**src/rtl/uart_tx_words.sv**
```systemverilog
// uart_tx_words: UART transmit serializer for the MVM result bus.
// Latency: tx shows the first start bit in the cycle after the s_valid && s_ready edge.
// Backpressure: s_ready is high only in IDLE; s_valid and s_data are ignored while a packet shifts out.
//
// Ports:
//   clk      system clock, rising edge
//   rstn     synchronous active-low reset
//   s_valid  s_data carries a packet
//   s_ready  block is idle and can take a packet (combinational)
//   s_data   W_BUS_Y-bit result bus; word iw = s_data[iw*BITS_PER_WORD +: BITS_PER_WORD]
//   tx       UART serial line, idles high, registered
//   busy     inverse of s_ready
module uart_tx_words #(
  parameter int CLOCKS_PER_PULSE = 4,
  parameter int BITS_PER_WORD    = 8,
  parameter int PACKET_SIZE_TX   = 13,
  parameter int W_BUS_Y          = 16
) (
  input  logic               clk,
  input  logic               rstn,
  input  logic               s_valid,
  output logic               s_ready,
  input  logic [W_BUS_Y-1:0] s_data,
  output logic               tx,
  output logic               busy
);

  localparam int N_WORDS = W_BUS_Y / BITS_PER_WORD;
  localparam int N_BITS  = N_WORDS * PACKET_SIZE_TX;
  // Counter widths never collapse to zero, so CLOCKS_PER_PULSE=1 still has a 1-bit counter.
  localparam int PCW     = (CLOCKS_PER_PULSE > 1) ? $clog2(CLOCKS_PER_PULSE) : 1;
  localparam int BCW     = (N_BITS > 1) ? $clog2(N_BITS) : 1;

  localparam logic [PCW-1:0] PULSE_LAST = PCW'(CLOCKS_PER_PULSE - 1);
  localparam logic [BCW-1:0] BIT_LAST   = BCW'(N_BITS - 1);

  typedef enum logic {
    IDLE,
    SEND
  } state_t;

  state_t            state;
  logic [PCW-1:0]    pulse_cnt;
  logic [BCW-1:0]    bit_idx;
  // Holds the bits still to be sent after the one currently on tx.
  logic [N_BITS-1:0] shreg;
  logic [N_BITS-1:0] framed;

  // Whole packet framed up front: start 0, data LSB first, then ones as stop/padding.
  always_comb begin
    framed = '1;
    for (int iw = 0; iw < N_WORDS; iw++) begin
      framed[iw*PACKET_SIZE_TX] = 1'b0;
      framed[iw*PACKET_SIZE_TX+1 +: BITS_PER_WORD] = s_data[iw*BITS_PER_WORD +: BITS_PER_WORD];
    end
  end

  assign s_ready = (state == IDLE);
  assign busy    = ~s_ready;

  always_ff @(posedge clk) begin
    if (!rstn) begin
      state     <= IDLE;
      tx        <= 1'b1;
      pulse_cnt <= '0;
      bit_idx   <= '0;
      shreg     <= '0;
    end else begin
      case (state)
        IDLE: begin
          tx        <= 1'b1;
          pulse_cnt <= '0;
          bit_idx   <= '0;
          if (s_valid) begin
            // The first bit goes straight to tx so the start bit appears right after the handshake.
            state <= SEND;
            tx    <= framed[0];
            shreg <= {1'b1, framed[N_BITS-1:1]};
          end
        end
        SEND: begin
          if (pulse_cnt == PULSE_LAST) begin
            pulse_cnt <= '0;
            if (bit_idx == BIT_LAST) begin
              state   <= IDLE;
              tx      <= 1'b1;
              bit_idx <= '0;
            end else begin
              bit_idx <= bit_idx + BCW'(1);
              tx      <= shreg[0];
              shreg   <= {1'b1, shreg[N_BITS-1:1]};
            end
          end else begin
            pulse_cnt <= pulse_cnt + PCW'(1);
          end
        end
        default: begin
          state <= IDLE;
          tx    <= 1'b1;
        end
      endcase
    end
  end

endmodule

```
**config.mk**
```make
export PLATFORM = sky130hd
export DESIGN_NAME = uart_tx_words
export DESIGN_NICKNAME = d
export VERILOG_FILES = /design/src/rtl/uart_tx_words.sv
export SDC_FILE = /design/constraint.sdc
export NUM_CORES = 1
export LEC_CHECK = 0
export ABC_CLOCK_PERIOD_IN_PS = 1450
export CELL_PAD_IN_SITES_DETAIL_PLACEMENT = 1
export CELL_PAD_IN_SITES_GLOBAL_PLACEMENT = 1
export CORE_MARGIN = 5
export CORE_UTILIZATION = 37
export DETAILED_ROUTE_END_ITERATION = 10
export GPL_TIMING_DRIVEN = 0
export PLACE_DENSITY = 0.78
export SLEW_MARGIN = 20
export SYNTH_ARGS = -nofsm -noshare
export SYNTH_HDL_FRONTEND = slang
export SYNTH_SLANG_ARGS = --single-unit
```
**constraint.sdc**
```tcl
create_clock -name clk -period 1.45 [get_ports clk]
set_input_delay 0.2175 -clock clk [delete_from_list [all_inputs] [get_ports clk]]
set_output_delay 0.2175 -clock clk [all_outputs]
set_load 0.05 [all_outputs]
```
==> reports/metrics.csv <==
stage;metric;value;unit
sta;finalMaxSlewViolations;0;
worst_setup_path;worstSetupEndpointType;register;
worst_setup_path;crit_path_required_time;1.62;ns
logic_synthesis;mappedNetlistNets;196;
grt;grt_pass1_wl;7340;µm
cts;clk_root_buffer_cell;sky130_fd_sc_hd__clkbuf_8;
sta;finalHoldViolCount;0;
logic_synthesis;cells_after_synth;174;
logic_synthesis;synth_area;1660;µm²
floorplan;dieHeight;76.9;µm
placed_design;place_inst;246;
finish;area.sequential;711;µm²
detailed_routing;drtPass1Iterations;4;
placed_design;placed_cell_area;1930;µm²
grt;grt_start_max_net_pins;19;
cts;numClockSinks;35;
placed_design;globalplace.congestion;0.764;
logic_synthesis;yosys_warnings;0;
detailed_routing;routed_wl;4270;µm
detailed_routing;dr_total_vias;1422;
logic_synthesis;synth-edff-count;0;
worst_setup_path;data_arrival_time_at_the_worst_slack_endpoint;1.65;ns
detailed_routing;met1_length;1850;µm
worst_setup_path;worst-path-max-fanout;5;
power_and_ir_drop;power_per_cell_area;967;nW/µm²
run_status;violations;setup timing;
worst_hold_path;min_path_type;input port to register;
finish;fillerInstances;484;
worst_setup_path;startpoint_type;register;
finish;fin_util;49.5;%
finish;synthToLayoutAreaGrowth;30.1;%
grt;track_usage;15.1;%
worst_setup_path;timing_worst_setup_path_type;register to register;
sta;fmaxAchievable;0.677;GHz
detailed_routing;wl_met2;2220;µm
sta;clock-skew-final;0.00296;ns
cts;cts-hold-fix-buffers;0;
finish;final_standard_cell_count_with_taps_included_and_fillers_excluded;260;
floorplan;die_width;76.9;µm
detailed_routing;routed-wl-met3;127;µm
detailed_routing;detail_route.vias_per_cell;5.47;
grt;grt_remaining_overflow;0;
finish;area_used_by_multi_input_combinational_logic;888;µm²
detailed_routing;drtAntennaViolNets;0;
finish;post_route_cells_drive_above_1_share;26.4;%
cts;cts.clk_slew.worst_paths;0.07;ns
detailed_routing;initialDrtViolationCount;49;
cts;cts-buffers-inserted;5;
cts;cts_tree;built;
sta;grt_setup_unrepaired;true;
cts;cts_htree_levels;2;
cts;clock_path_buffers;2;
sta;layout_worst_path_cycle_share;102;%
finish;design_area;2150;µm²
floorplan;die-area;5910;µm²
floorplan;core_region_area;4350;µm²
logic_synthesis;ys_types;38;
grt;antenna_found_initial;0;
placed_design;placement.io_buffers;20;
detailed_routing;top_layer;met4;
grt;first_global_vias;1552;
floorplan;start_util;38.0;%
sta;slew_headroom;66.9;%
logic_synthesis;yosys_most_used_dff;sky130_fd_sc_hd__dfxtp_1;
sta;max_slew.worst_pin.slew;0.497;ns
cts;insertion_delay;0.28;ns
logic_synthesis;sequential_cell_area_fraction_in_the_yosys_report;42.3;%
floorplan;std_cell_rows;24;
sta;final-setup-viol-count;11;
power_and_ir_drop;power_leakage;0.000823;µW
sta;post-route-min-period;1.48;ns
run;maxCapViolations;0;
detailed_routing;route.detailed.wl_per_inst;16.4;µm
finish;antennaDiodeCount;0;
power_and_ir_drop;ir_drop;0.541;mV
detailed_routing;drt_drc_violations_left;0;
floorplan;io-pin-count;22;
run_status;status;finished with violations;
finish;nets;229;
logic_synthesis;flip_flop_and_latch_count_after_synthesis;35;
placed_design;dpl.hpwl;3010;µm
sta;layout_setup_ws;-0.0262;ns
logic_synthesis;avgSynthCellArea;9.51;µm²
logic_synthesis;async_reset_ff_share;0;%
cell families after synthesis:
kind of cell	share of synthesized area, %
flip-flops	42.3
AND/OR/NAND/NOR	21.7
adder cells (fa/ha/maj)	2.27
multiplexers	9.67
AO/OA/AOI/OAI	18.5
buffers and inverters	5.52
Yosys cell counts, types with 3 or more instances:
cell,instances,area (µm²)
sky130_fd_sc_hd__o211ai_1,18,135
sky130_fd_sc_hd__dfxtp_1,35,701
sky130_fd_sc_hd__nor3_1,3,15.0
sky130_fd_sc_hd__or3_1,7,43.8
sky130_fd_sc_hd__mux2i_1,16,160
sky130_fd_sc_hd__or2_2,16,100
sky130_fd_sc_hd__ha_1,3,37.5
sky130_fd_sc_hd__nand2_1,22,82.6
sky130_fd_sc_hd__nor2b_1,3,18.8
sky130_fd_sc_hd__a21oi_1,3,15.0
sky130_fd_sc_hd__clkbuf_1,8,30.0
sky130_fd_sc_hd__o311a_1,8,80.1
per-stage QoR:
stage | setup WS, ns | power [µW] | TNS [ns] | hold WS (ns)
3_3_place_gp | -0.603 | 1340 | -1.76 | 0.415
2_1_floorplan | 0.00646 | 1250 | 0 | 0.395
5_1_grt | -0.0928 | 2180 | -1.70 | 0.324
4_1_cts | -0.0418 | 2100 | -0.141 | 0.298
3_5_place_dp | -0.650 | 1360 | -2.71 | 0.425
6_report | -0.0262 | 2080 | -0.103 | 0.299
what timing repair did:
| item | CTS | global route |
|---|---|---|
| resized for setup | 26 | 10 |
| buffers inserted | 5 | 1 |
| pin swaps | 5 | 7 |
| endpoints found under the setup margin | 22 | 31 |
| gates cloned | 1 | 0 |
metal layers:
layer / vias up / GRT usage [%]
li1: 698 / -
met5: - / 0
met1: 701 / 18.2
met3: 7 / 3.63
met2: 16 / 25.8
met4: 0 / 5.77
final cells by class:
| type | count | share of cell area, % |
|---|---|---|
| Timing Repair Buffer | 27 | 13.1 |
| Clock inverter | 1 | 0.232 |
| Clock buffer | 7 | 4.01 |
| Buffer | 13 | 4.65 |
| Tap cell | 52 | 3.02 |
| Sequential cell | 35 | 33.0 |
| Inverter | 2 | 0.697 |
| Multi-Input combinational cell | 123 | 41.3 |
critical path, stage by stage (launching register included):
cell                      delay, ns
sky130_fd_sc_hd__dfxtp_2       0.34
sky130_fd_sc_hd__inv_2         0.05
sky130_fd_sc_hd__ha_4          0.15
sky130_fd_sc_hd__and4b_4       0.23
sky130_fd_sc_hd__or3_2         0.45
sky130_fd_sc_hd__o311a_1       0.14
placed cells by master, fill, tap and decap left out, types with 3 or more instances in the layout:
cell and instances:
sky130_fd_sc_hd__clkbuf_1 5, sky130_fd_sc_hd__or3_1 6, sky130_fd_sc_hd__nor2b_1 3, sky130_fd_sc_hd__buf_4 4, sky130_fd_sc_hd__buf_6 6, sky130_fd_sc_hd__clkdlybuf4s50_1 17, sky130_fd_sc_hd__dfxtp_1 31, sky130_fd_sc_hd__clkbuf_8 7
sky130_fd_sc_hd__or2_2 16, sky130_fd_sc_hd__o311a_1 8, sky130_fd_sc_hd__a21oi_1 3, sky130_fd_sc_hd__mux2i_1 16, sky130_fd_sc_hd__o211ai_1 18, sky130_fd_sc_hd__nor3_1 3, sky130_fd_sc_hd__nand2_1 21
flip-flops by register name, summed over array words and instances (netlist names):
signal     flops
shreg         26
bit_idx        5
pulse_cnt      2
busy           1
tx             1
report_power, final:
group          total, µW  internal, µW  leakage (µW)  switching, µW
registers           1050          1020      0.000290           33.5
logic                312           165      0.000484            147
clock network        718           383     0.0000482            335
total               2080          1570      0.000823            516
final timing paths:
path                      startpoint                 endpoint  depth (start not counted)  slack [ns]
max          bit_idx[1]$_SDFFE_PN0P_   shreg[22]$_SDFFE_PN0P_                          5       -0.03
min                             rstn    shreg[2]$_SDFFE_PN0P_                          3        0.30
max reg2reg  bit_idx[1]$_SDFFE_PN0P_   shreg[22]$_SDFFE_PN0P_                          5       -0.03
min reg2reg  pulse_cnt[0]$_SDFF_PP0_  pulse_cnt[0]$_SDFF_PP0_                          1        0.41
(Power assumes the default switching activity.)
